===== config.mk =====
export PLATFORM = sky130hd
export DESIGN_NAME = ex_stage_flat
export DESIGN_NICKNAME = d
export VERILOG_FILES = /design/src/rtl/ex_stage_if.sv /design/src/rtl/ex_stage.sv /design/src/flat_wrapper.sv
export SDC_FILE = /design/constraint.sdc
export NUM_CORES = 1
export LEC_CHECK = 0
export ABC_AREA = 1
export BUFFER_PORTS_ARGS = -buffer_cell sky130_fd_sc_hd__buf_2
export CAP_MARGIN = 20
export CORE_ASPECT_RATIO = 1.4
export CORE_MARGIN = 5
export CORE_UTILIZATION = 50
export DETAILED_ROUTE_END_ITERATION = 16
export PLACE_DENSITY_LB_ADDON = 0.08
export RECOVER_POWER = 100
export SLEW_MARGIN = 15
export SYNTH_ARGS = -nofsm -noshare
export SYNTH_HDL_FRONTEND = slang
export SYNTH_SLANG_ARGS = --single-unit

===== constraint.sdc =====
create_clock -name clk -period 11.15 [get_ports clk]
set_input_delay 2.7875 -clock clk [delete_from_list [all_inputs] [get_ports clk]]
set_output_delay 2.7875 -clock clk [all_outputs]
set_load 0.02 [all_outputs]

===== src/rtl/ex_stage_if.sv =====
// rtl/ex_stage_if.sv - pipeline, ALU and data SRAM signals of the execute stage
interface ex_stage_if;
  logic         id_to_ex_valid;
  logic         ex_allowin;
  logic [157:0] id_to_ex_bus;
  logic [11:0]  ex_alu_op;
  logic [31:0]  ex_alu_src1;
  logic [31:0]  ex_alu_src2;
  logic [31:0]  ex_alu_result;
  logic         mem_allowin;
  logic         ex_to_mem_valid;
  logic [75:0]  ex_to_mem_bus;
  logic         data_sram_en;
  logic [3:0]   data_sram_we;
  logic [31:0]  data_sram_addr;
  logic [31:0]  data_sram_wdata;
  logic         ex_flush;
  logic         mem_to_ex_excep;
  logic [38:0]  ex_rf_zip;

  modport slave (
    input  id_to_ex_valid, id_to_ex_bus, ex_alu_result, mem_allowin,
           ex_flush, mem_to_ex_excep,
    output ex_allowin, ex_alu_op, ex_alu_src1, ex_alu_src2, ex_to_mem_valid,
           ex_to_mem_bus, data_sram_en, data_sram_we, data_sram_addr,
           data_sram_wdata, ex_rf_zip
  );

  modport master (
    output id_to_ex_valid, id_to_ex_bus, ex_alu_result, mem_allowin,
           ex_flush, mem_to_ex_excep,
    input  ex_allowin, ex_alu_op, ex_alu_src1, ex_alu_src2, ex_to_mem_valid,
           ex_to_mem_bus, data_sram_en, data_sram_we, data_sram_addr,
           data_sram_wdata, ex_rf_zip
  );
endinterface


===== src/rtl/ex_stage.sv =====
// rtl/ex_stage.sv - execute stage: pipeline register, 32-cycle restoring divider,
// load/store alignment check and data SRAM request generation.
module ex_stage (
  input  logic      clk,
  input  logic      reset,
  ex_stage_if.slave ex_if
);
  typedef enum logic [1:0] {DIV_IDLE, DIV_CALC, DIV_DONE} div_state_e;

  logic         ex_valid_q, ex_valid_d;
  logic [157:0] ex_bus_q, ex_bus_d;
  div_state_e   state_q, state_d;
  logic [4:0]   cnt_q, cnt_d;
  logic [31:0]  rem_q, rem_d;
  logic [31:0]  quo_q, quo_d;

  logic [11:0] alu_op;
  logic        rf_we;
  logic [4:0]  rf_waddr;
  logic [31:0] pc, src1, src2, st_data;
  logic [4:0]  ld_type;
  logic [2:0]  st_type;
  logic [3:0]  div_op;

  assign {alu_op, rf_we, rf_waddr, pc, src1, src2, st_data, ld_type, st_type, div_op} = ex_bus_q;

  logic        ex_allowin, ex_to_mem_valid, ready_go;
  logic        is_div, div_signed, q_neg, r_neg;
  logic [31:0] dvd_abs, dvs_abs;
  logic [31:0] trial_lo, trial_diff;
  logic        trial_ge;
  logic [31:0] quo_fix, rem_fix, div_quo, div_rem, result;

  assign is_div     = |div_op;
  assign div_signed = div_op[3] | div_op[2];
  assign dvd_abs    = (div_signed && src1[31]) ? -src1 : src1;
  assign dvs_abs    = (div_signed && src2[31]) ? -src2 : src2;
  assign q_neg      = div_signed & (src1[31] ^ src2[31]);
  assign r_neg      = div_signed & src1[31];

  // Partial remainder is {rem_q, next dividend bit}; its top bit alone proves it exceeds the divisor.
  assign trial_lo   = {rem_q[30:0], quo_q[31]};
  assign trial_ge   = rem_q[31] | (trial_lo >= dvs_abs);
  assign trial_diff = trial_lo - dvs_abs;

  assign quo_fix = q_neg ? -quo_q : quo_q;
  assign rem_fix = r_neg ? -rem_q : rem_q;
  assign div_quo = (src2 == 32'd0) ? 32'hFFFF_FFFF : quo_fix;
  assign div_rem = (src2 == 32'd0) ? src1 : rem_fix;

  always_comb begin
    result = ex_if.ex_alu_result;
    if (div_op[3] || div_op[1]) begin
      result = div_quo;
    end else if (div_op[2] || div_op[0]) begin
      result = div_rem;
    end
  end

  assign ready_go        = ~is_div | (state_q == DIV_DONE);
  assign ex_allowin      = ~ex_valid_q | (ready_go & ex_if.mem_allowin) | ex_if.ex_flush;
  assign ex_to_mem_valid = ex_valid_q & ready_go & ~ex_if.ex_flush;

  always_comb begin
    ex_valid_d = ex_valid_q;
    ex_bus_d   = ex_bus_q;
    if (ex_allowin) begin
      ex_valid_d = ex_if.id_to_ex_valid;
    end
    if (ex_allowin && ex_if.id_to_ex_valid) begin
      ex_bus_d = ex_if.id_to_ex_bus;
    end
  end

  always_comb begin
    state_d = state_q;
    cnt_d   = cnt_q;
    rem_d   = rem_q;
    quo_d   = quo_q;
    if (ex_if.ex_flush) begin
      state_d = DIV_IDLE;
      cnt_d   = 5'd0;
    end else begin
      unique case (state_q)
        DIV_IDLE: begin
          if (ex_valid_q && is_div) begin
            state_d = DIV_CALC;
            cnt_d   = 5'd0;
            rem_d   = 32'd0;
            quo_d   = dvd_abs;
          end
        end
        DIV_CALC: begin
          // quo_q shifts the dividend out at the top and the quotient in at the bottom.
          rem_d = trial_ge ? trial_diff : trial_lo;
          quo_d = {quo_q[30:0], trial_ge};
          cnt_d = cnt_q + 5'd1;
          if (cnt_q == 5'd31) begin
            state_d = DIV_DONE;
          end
        end
        DIV_DONE: begin
          if (ex_to_mem_valid && ex_if.mem_allowin) begin
            state_d = DIV_IDLE;
          end
        end
        default: state_d = DIV_IDLE;
      endcase
    end
  end

  always_ff @(posedge clk or posedge reset) begin
    if (reset) begin
      ex_valid_q <= 1'b0;
      ex_bus_q   <= '0;
      state_q    <= DIV_IDLE;
      cnt_q      <= 5'd0;
      rem_q      <= 32'd0;
      quo_q      <= 32'd0;
    end else begin
      ex_valid_q <= ex_valid_d;
      ex_bus_q   <= ex_bus_d;
      state_q    <= state_d;
      cnt_q      <= cnt_d;
      rem_q      <= rem_d;
      quo_q      <= quo_d;
    end
  end

  logic [31:0] addr;
  logic        excp_ale, is_mem, is_store, sram_en;
  logic [3:0]  byte_mask;
  logic [31:0] wdata;

  assign addr     = ex_if.ex_alu_result;
  assign is_store = |st_type;
  assign is_mem   = (|ld_type) | is_store;
  assign excp_ale = ((ld_type[0] | st_type[0]) & (|addr[1:0]))
                  | ((ld_type[2] | ld_type[1] | st_type[1]) & addr[0]);
  assign sram_en  = ex_valid_q & is_mem & ~excp_ale & ~ex_if.ex_flush
                  & ~ex_if.mem_to_ex_excep & ex_if.mem_allowin;

  always_comb begin
    byte_mask = 4'b0000;
    wdata     = st_data;
    if (st_type[2]) begin
      byte_mask = 4'b0001 << addr[1:0];
      wdata     = {4{st_data[7:0]}};
    end else if (st_type[1]) begin
      byte_mask = addr[1] ? 4'b1100 : 4'b0011;
      wdata     = {2{st_data[15:0]}};
    end else if (st_type[0]) begin
      byte_mask = 4'b1111;
    end
  end

  assign ex_if.ex_allowin      = ex_allowin;
  assign ex_if.ex_to_mem_valid = ex_to_mem_valid;
  assign ex_if.ex_alu_op       = alu_op;
  assign ex_if.ex_alu_src1     = src1;
  assign ex_if.ex_alu_src2     = src2;
  assign ex_if.ex_to_mem_bus   = {rf_we, rf_waddr, pc, result, ld_type, excp_ale};
  assign ex_if.data_sram_en    = sram_en;
  assign ex_if.data_sram_we    = (sram_en && is_store) ? byte_mask : 4'b0000;
  assign ex_if.data_sram_addr  = addr;
  assign ex_if.data_sram_wdata = wdata;
  assign ex_if.ex_rf_zip       = {ex_valid_q & ((|ld_type) | (is_div & (state_q != DIV_DONE))),
                                  rf_we & ex_valid_q, rf_waddr, result};
endmodule


===== src/flat_wrapper.sv =====
// flat-port wrapper written by rule: the top's interface ports become plain ports
module ex_stage_flat 
  (clk, reset, ex_if_id_to_ex_valid, ex_if_id_to_ex_bus, ex_if_ex_alu_result, ex_if_mem_allowin, ex_if_ex_flush, ex_if_mem_to_ex_excep, ex_if_ex_allowin, ex_if_ex_alu_op, ex_if_ex_alu_src1, ex_if_ex_alu_src2, ex_if_ex_to_mem_valid, ex_if_ex_to_mem_bus, ex_if_data_sram_en, ex_if_data_sram_we, ex_if_data_sram_addr, ex_if_data_sram_wdata, ex_if_ex_rf_zip);
  ex_stage_if ex_if_i ();
  input  logic clk;
  input  logic reset;
  input wire logic [$bits(ex_if_i.id_to_ex_valid)-1:0] ex_if_id_to_ex_valid;
  input wire logic [$bits(ex_if_i.id_to_ex_bus)-1:0] ex_if_id_to_ex_bus;
  input wire logic [$bits(ex_if_i.ex_alu_result)-1:0] ex_if_ex_alu_result;
  input wire logic [$bits(ex_if_i.mem_allowin)-1:0] ex_if_mem_allowin;
  input wire logic [$bits(ex_if_i.ex_flush)-1:0] ex_if_ex_flush;
  input wire logic [$bits(ex_if_i.mem_to_ex_excep)-1:0] ex_if_mem_to_ex_excep;
  output wire logic [$bits(ex_if_i.ex_allowin)-1:0] ex_if_ex_allowin;
  output wire logic [$bits(ex_if_i.ex_alu_op)-1:0] ex_if_ex_alu_op;
  output wire logic [$bits(ex_if_i.ex_alu_src1)-1:0] ex_if_ex_alu_src1;
  output wire logic [$bits(ex_if_i.ex_alu_src2)-1:0] ex_if_ex_alu_src2;
  output wire logic [$bits(ex_if_i.ex_to_mem_valid)-1:0] ex_if_ex_to_mem_valid;
  output wire logic [$bits(ex_if_i.ex_to_mem_bus)-1:0] ex_if_ex_to_mem_bus;
  output wire logic [$bits(ex_if_i.data_sram_en)-1:0] ex_if_data_sram_en;
  output wire logic [$bits(ex_if_i.data_sram_we)-1:0] ex_if_data_sram_we;
  output wire logic [$bits(ex_if_i.data_sram_addr)-1:0] ex_if_data_sram_addr;
  output wire logic [$bits(ex_if_i.data_sram_wdata)-1:0] ex_if_data_sram_wdata;
  output wire logic [$bits(ex_if_i.ex_rf_zip)-1:0] ex_if_ex_rf_zip;
  assign ex_if_i.id_to_ex_valid = ex_if_id_to_ex_valid;
  assign ex_if_i.id_to_ex_bus = ex_if_id_to_ex_bus;
  assign ex_if_i.ex_alu_result = ex_if_ex_alu_result;
  assign ex_if_i.mem_allowin = ex_if_mem_allowin;
  assign ex_if_i.ex_flush = ex_if_ex_flush;
  assign ex_if_i.mem_to_ex_excep = ex_if_mem_to_ex_excep;
  assign ex_if_ex_allowin = ex_if_i.ex_allowin;
  assign ex_if_ex_alu_op = ex_if_i.ex_alu_op;
  assign ex_if_ex_alu_src1 = ex_if_i.ex_alu_src1;
  assign ex_if_ex_alu_src2 = ex_if_i.ex_alu_src2;
  assign ex_if_ex_to_mem_valid = ex_if_i.ex_to_mem_valid;
  assign ex_if_ex_to_mem_bus = ex_if_i.ex_to_mem_bus;
  assign ex_if_data_sram_en = ex_if_i.data_sram_en;
  assign ex_if_data_sram_we = ex_if_i.data_sram_we;
  assign ex_if_data_sram_addr = ex_if_i.data_sram_addr;
  assign ex_if_data_sram_wdata = ex_if_i.data_sram_wdata;
  assign ex_if_ex_rf_zip = ex_if_i.ex_rf_zip;
  ex_stage u_core (.clk(clk), .reset(reset), .ex_if(ex_if_i));
endmodule

After elaboration in Yosys (flattened, before gate mapping) --
Index checks and enable logic that the tools add are counted.
Storage, ports and cells: bits in registers 230, output and inout bits 262, logic and storage cells 101
Cells by class: $add $sub $neg 6, $lt $le $gt $ge 1, equal/unequal tests 8, shifts and indexed selects 1, mux-type cells 28, bitwise gates (word level) 32, reductions and logical operators 19
Operators by type and width (number):
- 2-to-1 mux 32 bit | 13
- negator 32 bit | 4
- one-hot mux 32 bit (2 select lines) | 2
- greater-or-equal comparator 32 bit | 1
- zero test 32 bit | 1
- subtractor 32 bit | 1
- 2-to-1 mux 4 bit | 5
- AND 1 bit | 15
- OR 1 bit | 11
- 2-to-1 mux 5 bit | 2
- one-hot mux 5 bit (2 select lines) | 1
- 2-to-1 mux 2 bit | 4
- logical AND 1 bit | 6
- inequality test 3 x 2 -> 1 bit (second input constant) | 2
- one-hot mux 2 bit (3 select lines) | 1
- AND reduction 3 bit | 2
- adder 5 x 1 -> 5 bit (second input constant) | 1
- equality test 5 bit (second input constant) | 1
- NOT 1 bit | 5
- OR reduction 5 bit | 1
- OR reduction 4 bit | 1
- << shifter 1 x 2 -> 4 bit (first input constant) | 1
- inequality test 3 bit (second input constant) | 1
- nonzero test 3 bit | 1
- 11 further kinds | 12

Depth between registers and ports, before layout --
Gate-level depths: netlist of run 1.
depth in word-level cells 11, depth in mapped cells 25, mapped depth without buffers 24

Worst setup path before layout of run 1 --
No wires, ideal clock.
path type input to output, start input ex_if_ex_flush, end output ex_if_data_sram_we[0], data arrival time 3.740 ns, required time 8.363 ns, slack 4.623 ns, cell stages on the path 7, path buffers 0, cells stage by stage nor2_1 -> inv_1 -> nor3_1 -> nand2b_1 -> a21oi_1 -> nand2_1 -> nor2_1
On the way: word-level cells in the longest chain between the ends 6
Ends and longest elaborated chain:
- start, declared | RTL line flat_wrapper.sv:11 | input wire logic [$bits(ex_if_i.ex_flush)-1:0] ex_if_ex_flush;
- NOT 1 bit (no source line)
- AND 1 bit | RTL line ex_stage.sv:140 | assign sram_en = ex_valid_q & is_mem & ~excp_ale & ~ex_if.ex_flush
- AND 1 bit (2 in series) | RTL line ex_stage.sv:141 | & ~ex_if.mem_to_ex_excep & ex_if.mem_allowin;
- logical AND 1 bit | RTL line ex_stage.sv:164 | assign ex_if.data_sram_we = (sram_en && is_store) ? byte_mask : 4'b0000;
- 2-to-1 mux 4 bit | RTL line ex_stage.sv:164
- end, declared | RTL line flat_wrapper.sv:20 | output wire logic [$bits(ex_if_i.data_sram_we)-1:0] ex_if_data_sram_we;
No other way between the ends.

Worst setup path after layout of run 1 --
start register u_core.ex_bus_q[44], end output ex_if_ex_to_mem_bus[14]
On the way: word-level cells in the longest chain between the ends 4, elaborated cells on any way between the ends 5, classes of those cells 4 x mux; 1 x reduce/logical
Ends and longest elaborated chain:
- start, declared | RTL line ex_stage.sv:11 | logic [157:0] ex_bus_q, ex_bus_d;
- start signal, assigned | RTL line ex_stage.sv:122 | ex_bus_q <= ex_bus_d;
- zero test 32 bit (*) | RTL line ex_stage.sv:48, ex_stage.sv:49
- 2-to-1 mux 32 bit | RTL line ex_stage.sv:49 | assign div_rem = (src2 == 32'd0) ? src1 : rem_fix;
- 2-to-1 mux 32 bit | RTL line ex_stage.sv:55 | end else if (div_op[2] || div_op[0]) begin
- 2-to-1 mux 32 bit (*) | RTL line ex_stage.sv:53 | if (div_op[3] || div_op[1]) begin
- end, declared | RTL line flat_wrapper.sv:18 | output wire logic [$bits(ex_if_i.ex_to_mem_bus)-1:0] ex_if_ex_to_mem_bus;
Mark *: on every way between the ends. The rest lies on a longest branch, timed or not.

==> impl_metrics.py, run 1 <==
metrics = {
    "outcome": {
        "run_status": "finished with violations",
        "failed_checks": "capacitance limit, slew limit",
    },
    "sta": {
        "hold_ws_ps": 493,
        "finalSetupViolations": 0,
        "worst_slew_margin_rel_pct": -287,
        "final_worst_path_cycle_share_pct": 75.4,
        "timing.final.crit_period_ps": 8400,
        "count_of_final_hold_check_violations": 0,
        "grt_setup_unrepaired": "no",
        "fin_tns_setup_ps": 0,
        "skew_ps": 14.7,
        "achievable-frequency_ghz": 0.119,
        "worst_slew_pin_slew_ps": 5770,
        "finalMaxSlewViolations": 411,
    },
    "floorplan": {
        "fp.dieH_um": 241,
        "coreArea_mm2": 0.0376,
        "core.rowCount": 84,
        "floorplan.die_area_mm2": 0.0422,
        "die_width_um": 175,
        "initial_cell_density_of_the_core_pct": 50.7,
        "boundary_pins": 458,
    },
    "power": {
        "clockPowerShare_pct": 15.9,
        "post-layout-total-power_w": 0.00604,
        "power.ir.vdd_worst_v": 0.000129,
        "power.density_cell_area_mw_per_mm2": 297,
        "intPower_w": 0.00272,
        "swShare_pct": 55.0,
        "power_frac_seq_pct": 22.1,
        "p_comb_share_pct": 62.1,
        "power.net_switching_w": 0.00332,
        "p_leak_nw": 10.7,
    },
    "logic_synthesis": {
        "synth_async_sr_flop_share_pct": 100,
        "synthesis.nets": 3018,
        "synth_edf_count": 0,
        "synthesized_area_fraction_occupied_by_and_or_nand_nor_cells_pct": 30.4,
        "synthAdderAreaFrac_pct": 2.60,
        "synthDistinctLibCells": 49,
        "postSynthRegisterBits": 230,
        "seq_area_frac_synth_pct": 30.2,
        "synth.avg_cell_area_um2": 6.86,
        "synth_warnings": 0,
        "synthesized_area_fraction_occupied_by_ao_oa_aoi_and_oai_cells_pct": 10.0,
        "yosys-mux-area-fraction_pct": 6.31,
        "synth_top_family_by_area": "simple AND/OR/NAND/NOR gates",
        "synth_largest_type_area_fraction_pct": 30.2,
        "synth_xor_area_share_pct": 3.26,
        "synthFlopType": "dfrtp_1",
        "top_cells_by_area_in_the_synthesized_netlist": "dfrtp_1, nand2_1, buf_4",
        "mappedNetlistArea_mm2": 0.0191,
        "synth_cells": 2783,
        "synth_top_area_cell": "dfrtp_1",
    },
    "worst_hold_path": {
        "hp-class": "flip-flop to flip-flop",
        "min-delay-start": "u_core.ex_bus_q[129]",
        "min_path_cells": 1,
    },
    "cts": {
        "worstSkewPairLatency_ps": 560,
        "number_of_buffers_inserted_during_clock_tree_synthesis": 26,
        "cts.reportedPaths.clkPinSlew_ps": 70,
        "clock_tree.htree_level_count": 1,
        "ctsRootBufferMaster": "clkbuf_16",
        "cts.repair.resized": 0,
        "cts.path.max_buffers": 3,
        "cts.hold.buffers_added": 0,
        "sink_count": 230,
        "tritoncts": "done",
        "post_cts.repair.setup_buffers": 0,
    },
    "worst_setup_path": {
        "crit-reg2reg-launch": "u_core.ex_bus_q[3]",
        "worst-endpoint-arrival_ps": 5610,
        "critical_path_class": "flip-flop to output port",
        "crit_chain": "inv_1, ha_1, inv_1, nor3_1, nand3_2, nor2_1, nand3_1, clkinvlp_2, o21ai_0, nand3_1, clkbuf_1",
        "cp_num_cells": 11,
        "bufs_and_invs_on_worst_path": 4,
        "crit_path_max_incr_delay_ps": 1240,
        "timing.critical_path.from_type": "flip-flop",
        "cpLargestDelayFamily": "simple AND/OR/NAND/NOR gates",
        "timing.reg2reg.worst_path_depth": 19,
        "cp_data_required_time_ps": 8360,
        "worstSetupStartpoint": "u_core.ex_bus_q[44]",
        "setup.worst_path.end_class": "output port",
        "worst_path_max_delay_cell": "nand3_1",
        "path_max_fanout": 34,
    },
    "run": {
        "drv.max_cap_violation_count": 7,
    },
    "drt": {
        "vias_per_cell": 5.43,
        "final_antenna_net_count": 0,
        "finalWirelength_mm": 72.6,
        "first_iter_violations": 1499,
        "dr.pass1.iters": 6,
        "drc": 0,
        "avgRoutedWirePerCell_um": 20.8,
        "detailroute.via_count": 19000,
    },
    "cells_and_area": {
        "layout.cells.most_common_list": "nand2_1, inv_1, nor2_1",
        "fillCellCount": 4052,
        "synthToLayoutAreaGrowth_pct": 6.68,
        "final_core_util_pct": 54.1,
        "drive_above_1_share_pct": 9.63,
        "num-nets-final": 3227,
        "layout.cells.most_common": "nand2_1",
    },
    "placement": {
        "place.gp.congestion": 1.01,
        "place.port_buffers": 457,
        "dp_hpwl_mm": 58.2,
    },
    "global_route": {
        "first_global_vias": 18300,
        "grt_pass1_wl_mm": 107,
        "grtUsageTotal_pct": 32.6,
        "grt_max_degree": 159,
        "antenna_found_initial": 9,
        "overflow": 0,
    },
}
sequential cells by signal (all words and copies together), names as in the netlist:
| register | cells |
|---|---|
| u_core.rem_q | 32 |
| u_core.quo_q | 32 |
| u_core.cnt_q | 5 |
| u_core.state_q | 2 |
| u_core.ex_bus_q | 158 |
| u_core.ex_valid_q | 1 |
synth_stat cells, types with 6 or more instances:
master / count
o21ai_0: 129
nor3_1: 21
mux2_4: 78
nor2_1: 285
inv_1: 342
a21oi_1: 150
ha_1: 38
a21oi_2: 7
dfrtp_1: 230
buf_6: 16
buf_2: 27
xnor2_1: 16
nand2_1: 734
buf_4: 203
nand4_1: 34
a22oi_1: 8
nor2_2: 9
nand3_1: 269
o211ai_1: 25
clkbuf_1: 38
o21ai_1: 6
and2_1: 7
nand3b_1: 6
xor2_1: 55
worst paths after layout:
path                            slack (ps)                       to
worst min register to register         490     u_core.ex_bus_q[129]
worst min-delay path                   490     u_core.ex_bus_q[129]
max in group asynchronous             4540      u_core.ex_bus_q[81]
min in group asynchronous             4050     u_core.ex_bus_q[138]
worst max register to register        3550         u_core.rem_q[27]
worst max-delay path                  2750  ex_if_ex_to_mem_bus[14]
cells by family (layout without fill, tap and decap cells):
kind of cell             Yosys count  after routing
AND/OR/NAND/NOR                 1382           1382
multiplexers                      81             81
flip-flops                       230            230
adder cells (fa/ha/maj)           39             39
buffers and inverters            634            862
other                              0             10
AO/OA/AOI/OAI                    346            346
XOR/XNOR                          71             71
area by class of cell:
class	count	area, um^2	share of cell area [%]
Clock inverter	15	243	1.19
Clock buffer	32	693	3.40
Multi-Input combinational cell	1919	9690	47.6
Inverter	347	1310	6.41
Timing Repair Buffer	468	2050	10.1
Sequential cell	230	5760	28.3
Antenna cell	10	25.0	0.123
Tap cell	473	592	2.91
through the flow:
stage | area [um^2] | instances | setup slack, ps
floorplan | 19100 | 2783 | 2060
global placement | 20100 | 3436 | 4270
detailed placement | 20100 | 3436 | 4190
CTS | 21000 | 3483 | 4180
global route | 20400 | 3492 | 2410
finish | 20400 | 3494 | 2750
routing by layer:
| metal | vias to the layer above | track usage, % | wire [um] |
|---|---|---|---|
| met2 | 771 | 57.7 | 36400 |
| met5 | - | 0 | 0 |
| met1 | 8883 | 37.9 | 26800 |
| met3 | 188 | 4.32 | 4540 |
| met4 | 0 | 19.2 | 4850 |
| li1 | 9132 | - | - |
power groups by stage:
stage / Combinational (W) / Sequential [W] / Clock [W]
2_1_floorplan: 0.00295 / 0.00122 / 0
3_3_place_gp: 0.00380 / 0.00133 / 0
3_5_place_dp: 0.00383 / 0.00133 / 0
4_1_cts: 0.00385 / 0.00132 / 0.000974
5_1_grt: 0.00411 / 0.00136 / 0.00101
6_report: 0.00375 / 0.00133 / 0.000958
Note: power is estimated with default switching activity, not from simulation.
==> run 2, diff against run 1 <==
clock period = 8.1 ns   (was 11.15 ns; I/O delays follow)
==> run 2 against run 1 <==
Net effect: sequential cell count unchanged; global-route usage up 0.19 points; largest cell class unchanged; combinational power up 38%; the run still ends with capacitance limit, slew limit left; count of clock-buffer cells in the layout up 5; sequential power up 38%.
==> impl_metrics.py, run 2 (same netlist as run 1, synthesis figures left out) <==
metrics = {
    "sta": {
        "finalMaxSlewViolations": 364,
        "fin_tns_setup_ps": 0,
        "worst_slew_margin_rel_pct": -103,
        "final_worst_path_cycle_share_pct": 83.4,
        "achievable-frequency_ghz": 0.148,
        "count_of_final_hold_check_violations": 0,
        "worst_slew_pin_slew_ps": 3040,
        "grt_setup_unrepaired": "no",
        "finalSetupViolations": 0,
        "skew_ps": 29.0,
        "timing.final.crit_period_ps": 6760,
    },
    "run": {
        "drv.max_cap_violation_count": 8,
    },
    "cells_and_area": {
        "fin_area_mm2": 0.0203,
        "largest_registers": "u_core.ex_bus_q (158), u_core.quo_q (32), u_core.rem_q (32)",
        "num-nets-final": 3228,
        "final_core_util_pct": 54.0,
        "drive_above_1_share_pct": 9.53,
        "layout.cells.most_common": "nand2_1",
        "layout.cells.most_common_list": "nand2_1, inv_1, nor2_1",
        "regMostFlops": "u_core.ex_bus_q",
        "synthToLayoutAreaGrowth_pct": 6.39,
        "flip_flop_count_of_the_largest_register_all_copies_and_words_added": 158,
    },
    "global_route": {
        "grt_pass1_wl_mm": 107,
        "grtUsageTotal_pct": 32.8,
        "grt_max_degree": 174,
        "antenna_found_initial": 6,
        "overflow": 0,
        "first_global_vias": 18400,
    },
    "cts": {
        "clock_tree.htree_level_count": 1,
        "cts.repair.resized": 0,
        "post_cts.repair.setup_buffers": 0,
        "ctsRootBufferMaster": "clkbuf_16",
        "cts.reportedPaths.clkPinSlew_ps": 60,
        "tritoncts": "done",
        "sink_count": 230,
        "worstSkewPairLatency_ps": 580,
        "cts.hold.buffers_added": 0,
        "cts.path.max_buffers": 3,
        "number_of_buffers_inserted_during_clock_tree_synthesis": 26,
    },
    "floorplan": {
        "coreArea_mm2": 0.0376,
        "fp.dieH_um": 241,
        "initial_cell_density_of_the_core_pct": 50.7,
        "core.rowCount": 84,
        "floorplan.die_area_mm2": 0.0422,
        "die_width_um": 175,
        "boundary_pins": 458,
    },
    "placement": {
        "place.gp.congestion": 1.03,
        "placed_cell_area_mm2": 0.0201,
        "place.port_buffers": 457,
        "dp_hpwl_mm": 58.1,
    },
    "drt": {
        "detailroute.via_count": 19000,
        "finalWirelength_mm": 73.2,
        "drc": 0,
        "vias_per_cell": 5.45,
        "final_antenna_net_count": 0,
        "dr.pass1.iters": 6,
        "avgRoutedWirePerCell_um": 21.0,
        "first_iter_violations": 1482,
    },
    "worst_setup_path": {
        "crit_path_max_incr_delay_ps": 1120,
        "cp_data_required_time_ps": 6080,
        "worst-endpoint-arrival_ps": 4730,
        "critical_path_class": "flip-flop to output port",
        "setup.worst_path.end_class": "output port",
        "crit_chain": "inv_1, ha_1, inv_1, nor3_1, nand3_2, nor2_4, nand3_1, clkinv_2, o21ai_0, nand3_1, clkbuf_1",
        "path_max_fanout": 34,
        "timing.critical_path.from_type": "flip-flop",
        "worst_path_max_delay_cell": "nand3_1",
    },
    "power": {
        "p_leak_nw": 10.7,
        "power.density_cell_area_mw_per_mm2": 406,
        "power.ir.vdd_worst_v": 0.000186,
    },
    "outcome": {
        "failed_checks": "capacitance limit, slew limit",
        "run_status": "finished with violations",
    },
    "worst_hold_path": {
        "hp-class": "flip-flop to flip-flop",
    },
}
-- run 2: cell type report --
cell class | count | area, um^2
Inverter | 347 | 1310
Tap cell | 473 | 592
Clock buffer | 37 | 742
Timing Repair Buffer | 469 | 2070
Multi-Input combinational cell | 1919 | 9710
Fill cell | 4094 | 17300
Antenna cell | 7 | 17.5
Sequential cell | 230 | 5760
Clock inverter | 9 | 114
-- run 2: worst paths after layout --
kind                                      start              endpoint  slack [ps]  cells after the start
max                         u_core.ex_bus_q[44]    ex_if_ex_rf_zip[4]        1340                     11
min                        u_core.ex_bus_q[151]  u_core.ex_bus_q[151]         490                      1
max reg2reg                   u_core.state_q[0]     u_core.state_q[0]        1640                      8
min reg2reg                u_core.ex_bus_q[151]  u_core.ex_bus_q[151]         490                      1
max in group asynchronous                 reset   u_core.ex_bus_q[62]        3290                      4
min in group asynchronous                 reset  u_core.ex_bus_q[155]        1480                      2
-- run 2: through the flow --
| stage | cells | setup slack (ps) | total power (W) | hold slack (ps) |
|---|---|---|---|---|
| floorplan | 2783 | 3070 | 0.00575 | 471 |
| global placement | 3438 | 2700 | 0.00710 | 484 |
| detailed placement | 3438 | 2750 | 0.00714 | 487 |
| CTS | 3484 | 2310 | 0.00838 | 502 |
| global route | 3487 | 1040 | 0.00881 | 507 |
| finish | 3491 | 1340 | 0.00825 | 492 |
-- run 2: power by group --
| group | total, W | switching [W] | internal, W |
|---|---|---|---|
| registers | 0.00183 | 0.000386 | 0.00145 |
| clock network | 0.00122 | 0.000519 | 0.000701 |
| logic | 0.00519 | 0.00370 | 0.00150 |
-- run 2: per-layer routing --
metal | vias up | share of wire [%] | GRT usage, %
met4 | 2 | 7.8 | 22.2
li1 | 9126 | - | -
met5 | - | 0.012 | 0
met1 | 8898 | 37 | 37.5
met3 | 217 | 6.2 | 4.76
met2 | 784 | 49 | 57.1
-- run 2: critical path, delay by kind of cell (launching register included) --
family	cells	cell delay (ps)
DFF	1	390
and+or+nand+nor	5	2270
buffers and inverters	4	1110
AOI/OAI and AO/OA	1	190
adders and majority gates	1	180
